===== config.mk =====
export PLATFORM = sky130hd
export DESIGN_NAME = conv_8x32_result_reader
export DESIGN_NICKNAME = d
export VERILOG_FILES = /design/src/rtl/conv_8x32_result_reader.sv
export SDC_FILE = /design/constraint.sdc
export NUM_CORES = 1
export LEC_CHECK = 0
export CELL_PAD_IN_SITES_DETAIL_PLACEMENT = 1
export CELL_PAD_IN_SITES_GLOBAL_PLACEMENT = 1
export CORE_MARGIN = 5
export CORE_UTILIZATION = 37
export DETAILED_ROUTE_END_ITERATION = 8
export HOLD_SLACK_MARGIN = 0.02
export PLACE_DENSITY_LB_ADDON = 0.2
export SYNTH_ARGS = -nofsm -noshare
export SYNTH_HDL_FRONTEND = slang
export SYNTH_SLANG_ARGS = --single-unit
export TNS_END_PERCENT = 100

===== constraint.sdc =====
create_clock -name clk -period 3.5 [get_ports clk]
set_clock_uncertainty 0.15 [all_clocks]
set_input_delay 0.7 -clock clk [delete_from_list [all_inputs] [get_ports clk]]
set_output_delay 0.7 -clock clk [all_outputs]
set_load 0.01 [all_outputs]

===== src/rtl/conv_8x32_result_reader.sv =====
// Streams a convolution result set from a synchronous result memory onto a
// valid/ready interface, one word per FETCH/WAIT/HOLD round.
module conv_8x32_result_reader #(
  parameter int DATA_WIDTH = 16,
  parameter int ADDR_WIDTH = 6
) (
  input  logic                  clk,
  input  logic                  rst_n,
  input  logic                  start_in,
  input  logic [ADDR_WIDTH-1:0] len_in,
  output logic                  mem_rd_en_out,
  output logic [ADDR_WIDTH-1:0] mem_addr_out,
  input  logic [DATA_WIDTH-1:0] mem_data_in,
  output logic [DATA_WIDTH-1:0] data_out,
  output logic                  valid_out,
  input  logic                  ready_in,
  output logic                  last_out,
  output logic                  busy_out,
  output logic                  done_out
);

  typedef enum logic [2:0] {
    S_IDLE,
    S_FETCH,
    S_WAIT,
    S_HOLD,
    S_DONE
  } state_t;

  state_t                state_q, state_d;
  logic [ADDR_WIDTH-1:0] idx_q;
  logic [ADDR_WIDTH-1:0] len_q;
  logic [DATA_WIDTH-1:0] data_q;
  logic                  is_last;
  logic                  xfer;

  // Final word when idx reaches len-1 (wraps naturally at ADDR_WIDTH bits).
  assign is_last = (idx_q == (len_q - ADDR_WIDTH'(1)));
  assign xfer    = (state_q == S_HOLD) && ready_in;

  // State register.
  always_ff @(posedge clk or negedge rst_n) begin
    if (!rst_n) state_q <= S_IDLE;
    else        state_q <= state_d;
  end

  // Next-state logic; start/len are only looked at in IDLE.
  always_comb begin
    state_d = state_q;
    unique case (state_q)
      S_IDLE:  if (start_in) state_d = (len_in == '0) ? S_DONE : S_FETCH;
      S_FETCH: state_d = S_WAIT;
      S_WAIT:  state_d = S_HOLD;
      S_HOLD:  if (ready_in) state_d = is_last ? S_DONE : S_FETCH;
      S_DONE:  state_d = S_IDLE;
      default: state_d = S_IDLE;
    endcase
  end

  // Datapath: latch length on start, capture read data in WAIT, advance index on transfer.
  always_ff @(posedge clk or negedge rst_n) begin
    if (!rst_n) begin
      idx_q  <= '0;
      len_q  <= '0;
      data_q <= '0;
    end else begin
      if (state_q == S_IDLE && start_in && len_in != '0) begin
        len_q <= len_in;
        idx_q <= '0;
      end
      if (state_q == S_WAIT) data_q <= mem_data_in;
      if (xfer && !is_last)  idx_q  <= idx_q + ADDR_WIDTH'(1);
    end
  end

  // Outputs decoded from registered state only.
  assign mem_rd_en_out = (state_q == S_FETCH);
  assign mem_addr_out  = (state_q == S_FETCH) ? idx_q : '0;
  assign data_out      = data_q;
  assign valid_out     = (state_q == S_HOLD);
  assign last_out      = (state_q == S_HOLD) && is_last;
  assign busy_out      = (state_q == S_FETCH) || (state_q == S_WAIT) || (state_q == S_HOLD);
  assign done_out      = (state_q == S_DONE);

endmodule


# Word level (Yosys, flattened, before mapping)
# Index checks and enable logic that the tools add are counted.
[totals]
ff_bits = 31
input_bits = 26
output_inout_bits = 27
word_cells = 34
[classes]
n_addsub = 2
n_eq_ne = 7
mux = 8
reduce_logical = 13
[ops]
columns = ["op", "count"]
rows = [
  ["6-bit 2-to-1 mux", 3],
  ["3-bit 2-to-1 mux", 4],
  ["3-bit one-hot mux with 4 select lines", 1],
  ["6-bit by 1-bit adder with 6-bit output, second input constant", 1],
  ["3-bit by 2-bit equality test with 1-bit output, second input constant", 2],
  ["6-bit equality test", 1],
  ["6-bit logical NOT", 1],
  ["6-bit nonzero test", 1],
  ["6-bit by 1-bit subtractor with 6-bit output, second input constant", 1],
  ["1-bit logical AND", 5],
  ["3-bit by 1-bit equality test with 1-bit output, second input constant", 1],
  ["3-bit equality test, second input constant", 1],
  ["3-bit logical NOT", 1],
  ["1-bit logical OR", 2],
  ["2-bit by 1-bit inequality test with 1-bit output, second input constant", 1],
  ["2-bit inequality test, second input constant", 1],
  ["2-bit AND reduction", 1],
  ["2-bit nonzero test", 1],
  ["1-bit logical NOT", 1],
]

# Longest topological paths before layout
# Gate-level depths: netlist (run 1).
[logic_depth]
ltp_word = 5
ltp_mapped = 7
ltp_nobuf = 7

# Worst setup path after synthesis (run 1)
# OpenSTA, ideal clock, no wires.
[synth_path]
path_kind = "register to output"
start = "reg len_q[0]"
end = "out last_out"
arrival_ns = 1.610
required_ns = 2.650
setup_slack_ns = 1.040
stages_incl_launch_ff = 8
n_path_buf = 0
path_cell_list = "dfrtp_1 -> inv_1 -> ha_1 -> nand2b_1 -> o211a_1 -> o31ai_4 -> nand2_1 -> nor2_1"
[synth_between]
elab_chain_cells = 3
[synth_lines]
columns = ["element", "line_no", "source"]
rows = [
  ["start, declared", "32", "logic [ADDR_WIDTH-1:0] len_q;"],
  ["start signal, assigned", "68", "len_q <= len_in;"],
  ["6-bit by 1-bit subtractor with 6-bit output", "38", "assign is_last = (idx_q == (len_q - ADDR_WIDTH'(1)));"],
  ["6-bit equality test", "38", ""],
  ["1-bit logical AND", "81", "assign last_out = (state_q == S_HOLD) && is_last;"],
  ["end, declared", "17", "output logic last_out,"],
]
# Every way passes these cells.

# Final worst setup path (run 1)
# Same ends and word-level chain as after synthesis.

==> results of run 1 <==
state kept, by name, summed over array words and instances (netlist names):
name and flops:
state_q 3, idx_q 6, len_q 6, data_out 16
per-layer routing:
layer / share of wire [%] / GRT usage [%] / wire, um
met3: 7.7 / 5.94 / 327
met2: 53 / 28.0 / 2240
met5: 0 / 0 / 0
met1: 39 / 17.7 / 1640
met4: 1.1 / 4.27 / 45
logic make-up (layout without fill, tap and decap cells):
logic type / after synthesis / count (layout) / synth area share [%]
muxes: 22 / 22 / 15.4
buffers and inverters: 8 / 65 / 1.95
adders and majority gates: 2 / 2 / 1.56
xor gates and xnor gates: 7 / 7 / 3.82
DFF: 31 / 31 / 48.3
AOI/OAI and AO/OA: 19 / 19 / 9.74
and+or+nand+nor: 50 / 50 / 19.3
layout by cell type (no fill, tap or decap), types with 2 or more instances in the layout:
| master | n |
|---|---|
| dfrtp_1 | 31 |
| o211a_1 | 2 |
| mux2_2 | 21 |
| nand2b_1 | 3 |
| a221o_1 | 3 |
| inv_1 | 5 |
| a21oi_2 | 2 |
| clkbuf_8 | 6 |
| nand3b_1 | 3 |
| xnor2_1 | 3 |
| nor3_1 | 3 |
| clkdlybuf4s50_1 | 52 |
| a21oi_1 | 4 |
| xor2_1 | 4 |
| nor2_1 | 7 |
| o21ai_0 | 3 |
| nand4_1 | 2 |
| nand2_1 | 10 |
| ha_1 | 2 |
| and2_1 | 10 |
| nand3_1 | 3 |
| nor4_4 | 2 |
cell type report:
cell class,count,area share (%)
clock buffers,6,3.63
clock inverters,1,0.220
inverters,5,0.826
multi-input cells,100,35.1
flip-flops and latches,31,34.1
well taps,52,2.86
repair buffers,53,23.2
per-stage QoR:
stage / cells / total power (uW) / util, % / worst slack (ns) / hold slack, ns
3_3_place_gp: 241 / 1690 / 50.9 / 0.474 / 0.339
2_1_floorplan: 139 / 1290 / - / 1.04 / 0.254
6_report: 248 / 2010 / 52.9 / 0.138 / 0.362
5_1_grt: 248 / 2150 / 52.9 / 0.0267 / 0.376
4_1_cts: 248 / 2040 / 52.9 / 0.0633 / 0.370
3_5_place_dp: 241 / 1740 / 50.9 / 0.366 / 0.347
worst max-delay path, stage by stage (launching register included):
cell and delay [ns]:
dfrtp_1 0.44, inv_1 0.09, ha_1 0.25, nand2b_1 0.18, o211a_1 0.16, o31ai_4 0.32
nand2_1 0.14, nor2_1 0.11, clkdlybuf4s50_1 0.54
what timing repair did:
item / 4_1_cts / 5_1_grt
hold endpoints to repair: 0 / 0
hold buffers: 0 / 0
setup endpoints to repair: 0 / 1
power groups by stage:
stage / Sequential, uW / Clock [uW] / Combinational, uW
after global routing: 722 / 307 / 1120
after detailed placement: 703 / 0 / 1040
final: 699 / 280 / 1030
after global placement: 685 / 0 / 1000
after CTS: 702 / 293 / 1050
after floorplan: 697 / 0 / 598
path summary, 6_finish.rpt:
check	depth (start not counted)	start	to	slack (ns)
max in group asynchronous	2	rst_n	idx_q[3]	2.23
hold / removal	1	data_out[15]	data_out[15]	0.36
setup reg to reg	7	len_q[0]	idx_q[1]	1.15
min in group asynchronous	2	rst_n	idx_q[5]	0.67
hold reg to reg	1	data_out[15]	data_out[15]	0.36
setup / recovery	8	len_q[0]	last_out	0.14
==> results.md, run 1 <==
- Cell Int Power: roughly 1200 uW
- I/O Buffers: 52
- CTS Buf Count: 5
- Clock sink count: 31
- Drt pass-1 iters: 4
- Sw Ratio: 38.0%
- Ys async rst share: 100%
- Ant. Diodes: 0
- Initial cell density of the core: between 30% and 40%
- # H-tree levels: 2
- Period Utilization, post-route: a little over nine tenths
- DRC viols: 0
- Count leader, synth: dfrtp_1
- Largest net degree at the start of global routing: 32
- CORE AREA: ~4300 um^2
- Crit Path Max Fanout: 7
- Area added between synthesis and finish: 41.6%
- WP data arrival: around 2.5 ns
- Top cells by area, synth: dfrtp_1, mux2_2, and2_1
- Commonest cells in the netlist: dfrtp_1, mux2_2, and2_1, nand2_1, nor2_1
- Total gr overflow: 0
- Area of the multi-input gates: 798 um^2
- Period minus WS final: roughly 3.4 ns
- Cell count after synthesis: 139
- Reg clk slew, reported paths: ~0.06 ns
- Slew @ Worst Pin: 1.15 ns
- Worst setup EP type: output pin
- Routed WL: approximately 4200 um
- Leakage: approximately 0.0009 uW
- Initial DRC Count: 73
- Ports: 53
- Synth warn: 0
- Clock share of power: between 10% and 20%
- Status: finished, final reports clean
- Final setup TNS: 0 ns
- Sw power: approximately 760 uW
- Fin nets: around 220
- DR vias/cell: between 5 and 6
- Worst endpoint required time: 2.65 ns
- Mean Syn Cell Area: 11.5 um^2
- Final setup violation count: 0
- Post-synth EDFFs: 0
- Fin area: around 2300 um^2
- Root Buffer: clkbuf_8
- Hold Fails Final Rpt: 0
- Number of gates resized after cts: 0
- Post-route ant nets: 0
- Max Cap Viol: 0
- Top cell type by total area after synthesis: dfrtp_1
- Main synth FF type: dfrtp_1
- Share of the yosys chip area belonging to registers: around half
- Row cnt: 24
- Fmax: slightly below 0.3 GHz
- Final Max Tran Viols: 0
- Global placement routability congestion: ~0.85
- First-pass GRT wire length: slightly below 7000 um
- Die Wd: between 70 and 80 um
- Flop pwr share: between 30% and 40%
- GRT Total Usage: 15.8%
- Vias in the first global route: between 1000 and 1500
- Post-DP Area: about 2200 um^2
- Worst hold path class: register to register
- RSZ-0062 raised after global routing: false
- Synthesized area: approximately 1600 um^2
- Critical path class: register to output pin
- Worst slew margin: a little under a quarter
- DP Wirelength: about 3400 um
- Die area: about 5800 um^2
- Power Density: just under 900 nW/um^2
- Worst-Skew Late Latency: between 0.2 and 0.3 ns
- CTS tree: built
- Seq. cell area: between 700 and 800 um^2
- Fill cells: between 400 and 500
- Share of the synthesized area in the top cell type: between 40 and 50%
- Die Height: approximately 76 um
- Clock tree buffer depth: 2
- Routed length per instance: ~17 um
- Initial antenna violation count: 0
- Combinational Power Share: between 50 and 60%
- Post-CTS Repair Setup Buffers: 0
- Share of layout cells above drive strength 1: a little under a fifth
- VDD IR max: 0.000354 V
- Vias: approximately 1300
- Synth unique cells: 35
- Startpoint Class: register
- Synth Register Bits: 31
- Synthesized netlist net count: roughly 170
(Power assumes the default switching activity.)
==> run 2: changes to the inputs <==
- CORE_ASPECT_RATIO: unset -> 0.7
==> run 2 against run 1 <==
Net effect: critical endpoint unchanged; sequential cell count unchanged; routed wire length grew 2.6%; clock power rose by 12%; non-clock buffer count rose by 5; sequential share of layout area shrank 0.75 points; die area rose by 0.36%; critical path type unchanged; combinational power up 8%; sequential power barely moved.
==> results.md, run 2 (synthesis gave the netlist of run 1 again) <==
- Area added between synthesis and finish: 45.1%
- Power Density: 908 nW/um^2 (+2.9%)
- CTS tree: built
- Routed WL: 4360 um (+2.6%)
- Global placement routability congestion: 0.788 (-7.8%)
- Root Buffer: clkbuf_8
- Final core occ: 54.4% (+1.5 points)
- Period minus WS final: 3.31 ns (-0.0523 ns)
- Vias in the first global route: 1439 (-0.90%)
- Final setup TNS: 0 ns (unchanged)
- Slew @ Worst Pin: 0.673 ns (-0.472 ns)
- Initial DRC Count: 25 (-66%)
- Worst endpoint required time: 2.65 ns (about the same)
- Ports: 53 (unchanged)
- Routed length per instance: 17.0 um (-1.0%)
- Leakage: 0.000952 uW (+3.1%)
- CORE AREA: 4280 um^2 (-0.35%)
- VDD IR max: 0.000398 V (+13%)
- Fmax: 0.302 GHz (+1.6%)
- Commonest non-fill, non-tap cells in the layout: clkdlybuf4s50_1, dfrtp_1, mux2_2, nand2_1, and2_1
- Ant. Diodes: 0 (unchanged)
- First-pass GRT wire length: 7250 um (+4.8%)
- Worst hold path class: register to register
- Clock tree buffer depth: 2 (unchanged)
- # H-tree levels: 2 (unchanged)
- DRC viols: 0 (unchanged)
- CTS Buf Count: 5 (unchanged)
- Fin nets: 229 (+2.2%)
- Crit Path Max Fanout: 4 (-3)
- Startpoint Class: register
- Total gr overflow: 0 (unchanged)
- Critical path class: register to output pin
- Row cnt: 20 (-17%)
- Final Max Tran Viols: 0 (unchanged)
- Status: finished, final reports clean
- Max Cap Viol: 0 (unchanged)
- Commonest non-fill, non-tap cell in the layout: clkdlybuf4s50_1
- Drt pass-1 iters: 4 (unchanged)
- Reg clk slew, reported paths: 0.06 ns (about the same)
- Hold Fails Final Rpt: 0 (unchanged)
- Post-route ant nets: 0 (unchanged)
- DR vias/cell: 5.18 (-0.74%)
- Worst setup EP type: output pin
- Initial cell density of the core: 37.5% (+0.13 points)
- GRT Total Usage: 16.6% (+0.77 points)
- Post-CTS Hold Fix Bufs: 0 (unchanged)
- Initial antenna violation count: 0 (unchanged)
- Vias: 1330 (+2.9%)
- Die Height: 65.1 um (-14%)
- WP data arrival: 2.46 ns (-0.05 ns)
- RSZ-0062 raised after global routing: false
- Period Utilization, post-route: 94.6% (-1.5 points)
- Worst-Skew Late Latency: 0.29 ns (+0.02 ns)
- Clock sink count: 31 (unchanged)
- Final setup violation count: 0 (unchanged)
- Max reg flops: 16 (unchanged)
- Die area: 5780 um^2 (+0.36%)
- DP Wirelength: 3330 um (-2.3%)
- I/O Buffers: 52 (unchanged)
- Worst slew margin: 54.8% (+31 points)
- Largest net degree at the start of global routing: 32 (unchanged)
- Die Wd: 88.7 um (+17%)
- Share of layout cells above drive strength 1: 21.3% (+2.4 points)
-- run 2: cell types whose count changed in the layout (fill, tap and decap cells not counted) --
| cell | delta |
|---|---|
| buf_4 | +5 |
| clkbuf_1 | +1 |
| clkbuf_8 | +1 |
| clkinv_2 | -1 |
| dfrtp_1 | -1 |
| dfrtp_2 | +1 |
-- run 2: final timing paths --
path,from,end,slack [ns],depth (start not counted)
hold / removal,data_out[3],data_out[3],0.36,1
min in group asynchronous,rst_n,state_q[0],0.67,2
setup reg to reg,len_q[0],idx_q[1],1.10,8
max in group asynchronous,rst_n,len_q[0],2.21,2
hold reg to reg,data_out[3],data_out[3],0.36,1
setup / recovery,len_q[0],last_out,0.19,8
-- run 2: what timing repair did --
item | CTS | global route
setup buffers | 0 | 4
resized for setup | 0 | 1
hold endpoints to repair | 0 | 0
setup endpoints to repair | 0 | 1
-- run 2: per-stage QoR --
step | setup slack [ns] | hold slack (ns) | total power, uW | cells | instance area [um^2]
6_report | 0.191 | 0.359 | 2110 | 257 | 2330
5_1_grt | 0.0475 | 0.381 | 2260 | 257 | 2330
3_3_place_gp | 0.489 | 0.339 | 1690 | 245 | 2200
4_1_cts | 0.0393 | 0.363 | 2060 | 253 | 2300
2_1_floorplan | 1.04 | 0.254 | 1290 | 139 | 1610
3_5_place_dp | 0.363 | 0.349 | 1740 | 245 | 2200
-- run 2: cell type report --
type	count	area, um^2
Sequential cell	31	777
Timing Repair Buffer	58	566
Multi-Input combinational cell	100	798
Clock buffer	8	100
Tap cell	55	68.8
Fill cell	472	1950
Inverter	5	18.8
-- run 2: power by group --
group / leakage [uW] / internal (uW) / switching (uW) / total, uW
Combinational: 0.000526 / 618 / 488 / 1110
Sequential: 0.000374 / 528 / 168 / 696
Clock: 0.0000515 / 179 / 134 / 313
-- run 2: worst max-delay path: stages, from the launching register on --
cell and delay (ns):
dfrtp_2 0.42, inv_1 0.09, ha_1 0.30, xor2_1 0.15, nand2_1 0.13, nor4_4 0.32
nand2_1 0.11, nor2_1 0.11, clkdlybuf4s50_1 0.55
-- run 2: metal layers --
layer / up-vias / track usage, % / part of all wire, %
li1: 622 / - / -
met3: 5 / 5.26 / 6.2
met1: 664 / 22.2 / 45
met5: - / 0 / 0
met4: 0 / 5.66 / 0.85
met2: 39 / 25.2 / 48
==> run 3: changes to the inputs <==
- CORE_UTILIZATION: 37 -> 35
- clock period: 3.5 -> 3.1 ns (I/O delays scaled with it)
==> run 3 against run 2 <==
Net effect: sequential power grew 11%; die area is 4.9% higher; largest cell class unchanged; utilization fell by 1.2 points; first-iteration DRC count rose by 92%; sequential cell count is the same; global-route usage is 0.56 points lower; design area unchanged; clock power grew 4%.
==> results.md, run 3 (synthesis gave the netlist of run 1 again) <==
- Clock sink count: 31 (unchanged)
- Slew @ Worst Pin: 0.398 ns (-0.276 ns)
- Status: finished, final reports clean
- Die Height: 66.7 um (+2.4%)
- Min Hold Slack: 0.357 ns (-0.00197 ns)
- Fmax: ~0.35 GHz
- First-pass GRT wire length: 7670 um (+5.8%)
- Die area: 6060 um^2 (+4.9%)
- Startpoint Class: register
- Row cnt: 20 (unchanged)
- VDD IR max: 0.000473 V (+19%)
- CTS Buf Count: 5 (unchanged)
- Largest net degree at the start of global routing: 32 (unchanged)
- Routed length per instance: 17.5 um (+3.2%)
- Worst endpoint required time: 2.33 ns (-0.32 ns)
- Total gr overflow: 0 (unchanged)
- Max Cap Viol: 0 (unchanged)
- Post-DP Area: 2230 um^2 (+1.7%)
- Power Density: 1020 nW/um^2 (+12%)
- Worst setup EP type: output pin
- CORE AREA: 4380 um^2 (+2.3%)
- Worst hold path class: register to register
- I/O Buffers: 52 (unchanged)
- Die Wd: 90.9 um (+2.5%)
- Root Buffer: clkbuf_8
- CTS tree: built
- Max reg flops: 16 (unchanged)
- Worst-Skew Late Latency: 0.28 ns (about the same)
- DP Wirelength: 3580 um (+7.6%)
- WP data arrival: 2.08 ns (-0.38 ns)
- Hold Fails Final Rpt: 0 (unchanged)
- Dpl ws: 0.115 ns (-0.248 ns)
- Post-route ant nets: 0 (unchanged)
- Commonest non-fill, non-tap cells in the layout: clkdlybuf4s50_1, dfrtp_1, mux2_2, nand2_1, and2_1
- Ports: 53 (unchanged)
- Fin area: 2330 um^2 (unchanged)
- Routed WL: 4510 um (+3.6%)
- DRC viols: 0 (unchanged)
- Fill cells: 453 (-4.0%)
- RSZ-0062 raised after global routing: false
- Area of the multi-input gates: 798 um^2 (unchanged)
- Initial cell density of the core: 36.7% (-0.86 points)
- Period minus WS final: between 2 and 3 ns
- Drt pass-1 iters: 4 (unchanged)
- Share of layout cells above drive strength 1: 21.7% (+0.39 points)
- PnR worst setup slack: 0.250 ns (+0.0595 ns)
- Worst slew margin: 72.8% (+18 points)
- DR vias/cell: 5.10 (-1.4%)
- Finished Layout Cells: 258 (+0.39%)
- Vias in the first global route: 1453 (+0.97%)
- Initial antenna violation count: 0 (unchanged)
- Global placement routability congestion: 0.783 (-0.60%)
- Final setup TNS: 0 ns (unchanged)
- Initial DRC Count: 48 (+92%)
- Fin nets: 231 (+0.87%)
- Leakage: 0.000964 uW (+1.3%)
- Post-CTS Hold Fix Bufs: 0 (unchanged)
- Crit Path Max Fanout: 4 (unchanged)
- Ant. Diodes: 0 (unchanged)
- Clock tree buffer depth: 2 (unchanged)
- Final setup violation count: 0 (unchanged)
- Vias: 1317 (-0.98%)
- Seq. cell area: 776 um^2 (-0.16%)
- GRT Total Usage: 16.0% (-0.56 points)
- Area added between synthesis and finish: 45.1% (unchanged)
- # H-tree levels: 2 (unchanged)
- Period Utilization, post-route: about 90%
- Critical path class: register to output pin
- Reg clk slew, reported paths: 0.07 ns (about the same)
- Final Max Tran Viols: 0 (unchanged)
- Commonest non-fill, non-tap cell in the layout: clkdlybuf4s50_1
- DP Cell Count: 250 (+2.0%)
-- run 3: changes by cell type in the layout (fill, tap and decap cells not counted), sizes merged --
cell and delta:
dlygate4sd2 +1, buf +2, clkinv +1, clkdlybuf4s50 -1, clkbuf -2
-- run 3: path summary, 6_finish.rpt --
check,cells after the start,slack (ns),endpoint,start
min in group asynchronous,2,0.59,data_out[11],rst_n
setup reg to reg,8,0.68,idx_q[1],len_q[1]
max in group asynchronous,2,1.91,data_out[2],rst_n
hold / removal,1,0.36,data_out[8],data_out[8]
hold reg to reg,1,0.36,data_out[8],data_out[8]
setup / recovery,8,0.25,last_out,len_q[1]
-- run 3: critical path, stage by stage, from the launching register on --
cell and delay [ns]:
dfrtp_1 0.42, inv_1 0.10, ha_1 0.22, nand2b_1 0.16, a21oi_1 0.11, o31ai_4 0.31, nand2_1 0.11, nor2_1 0.11
dlygate4sd2_1 0.28
-- run 3: per-stage QoR --
step / util, % / total power [uW]
4_1_cts: 53.2 / 2390
3_5_place_dp: 51.0 / 2040
3_3_place_gp: 51.0 / 1950
5_1_grt: 53.2 / 2520
2_1_floorplan: - / 1460
6_report: 53.2 / 2360
-- run 3: where the power goes --
group | internal (uW) | total (uW) | switching (uW)
clock | 174 | 324 | 150
sequential | 594 | 772 | 177
combinational | 693 | 1270 | 576
total | 1460 | 2360 | 903
-- run 3: cell type report --
cell class | count | share of cell area, %
Clock inverter | 1 | 0.215
Clock buffer | 6 | 3.55
Timing Repair Buffer | 60 | 24.9
Tap cell | 55 | 2.96
Multi-Input combinational cell | 100 | 34.3
Inverter | 5 | 0.806
Sequential cell | 31 | 33.3
-- run 3: repair_timing --
action	CTS	global route
setup buffers	1	0
gates resized for setup	1	0
setup endpoints to repair	1	0
hold endpoints to repair	0	0
-- run 3: metal layers --
metal	up-vias	track usage (%)	routed length (um)
li1	623	-	-
met1	653	20.3	2070
met2	39	27.1	2180
met3	2	4.29	243
met4	0	4.58	17
met5	-	0	0
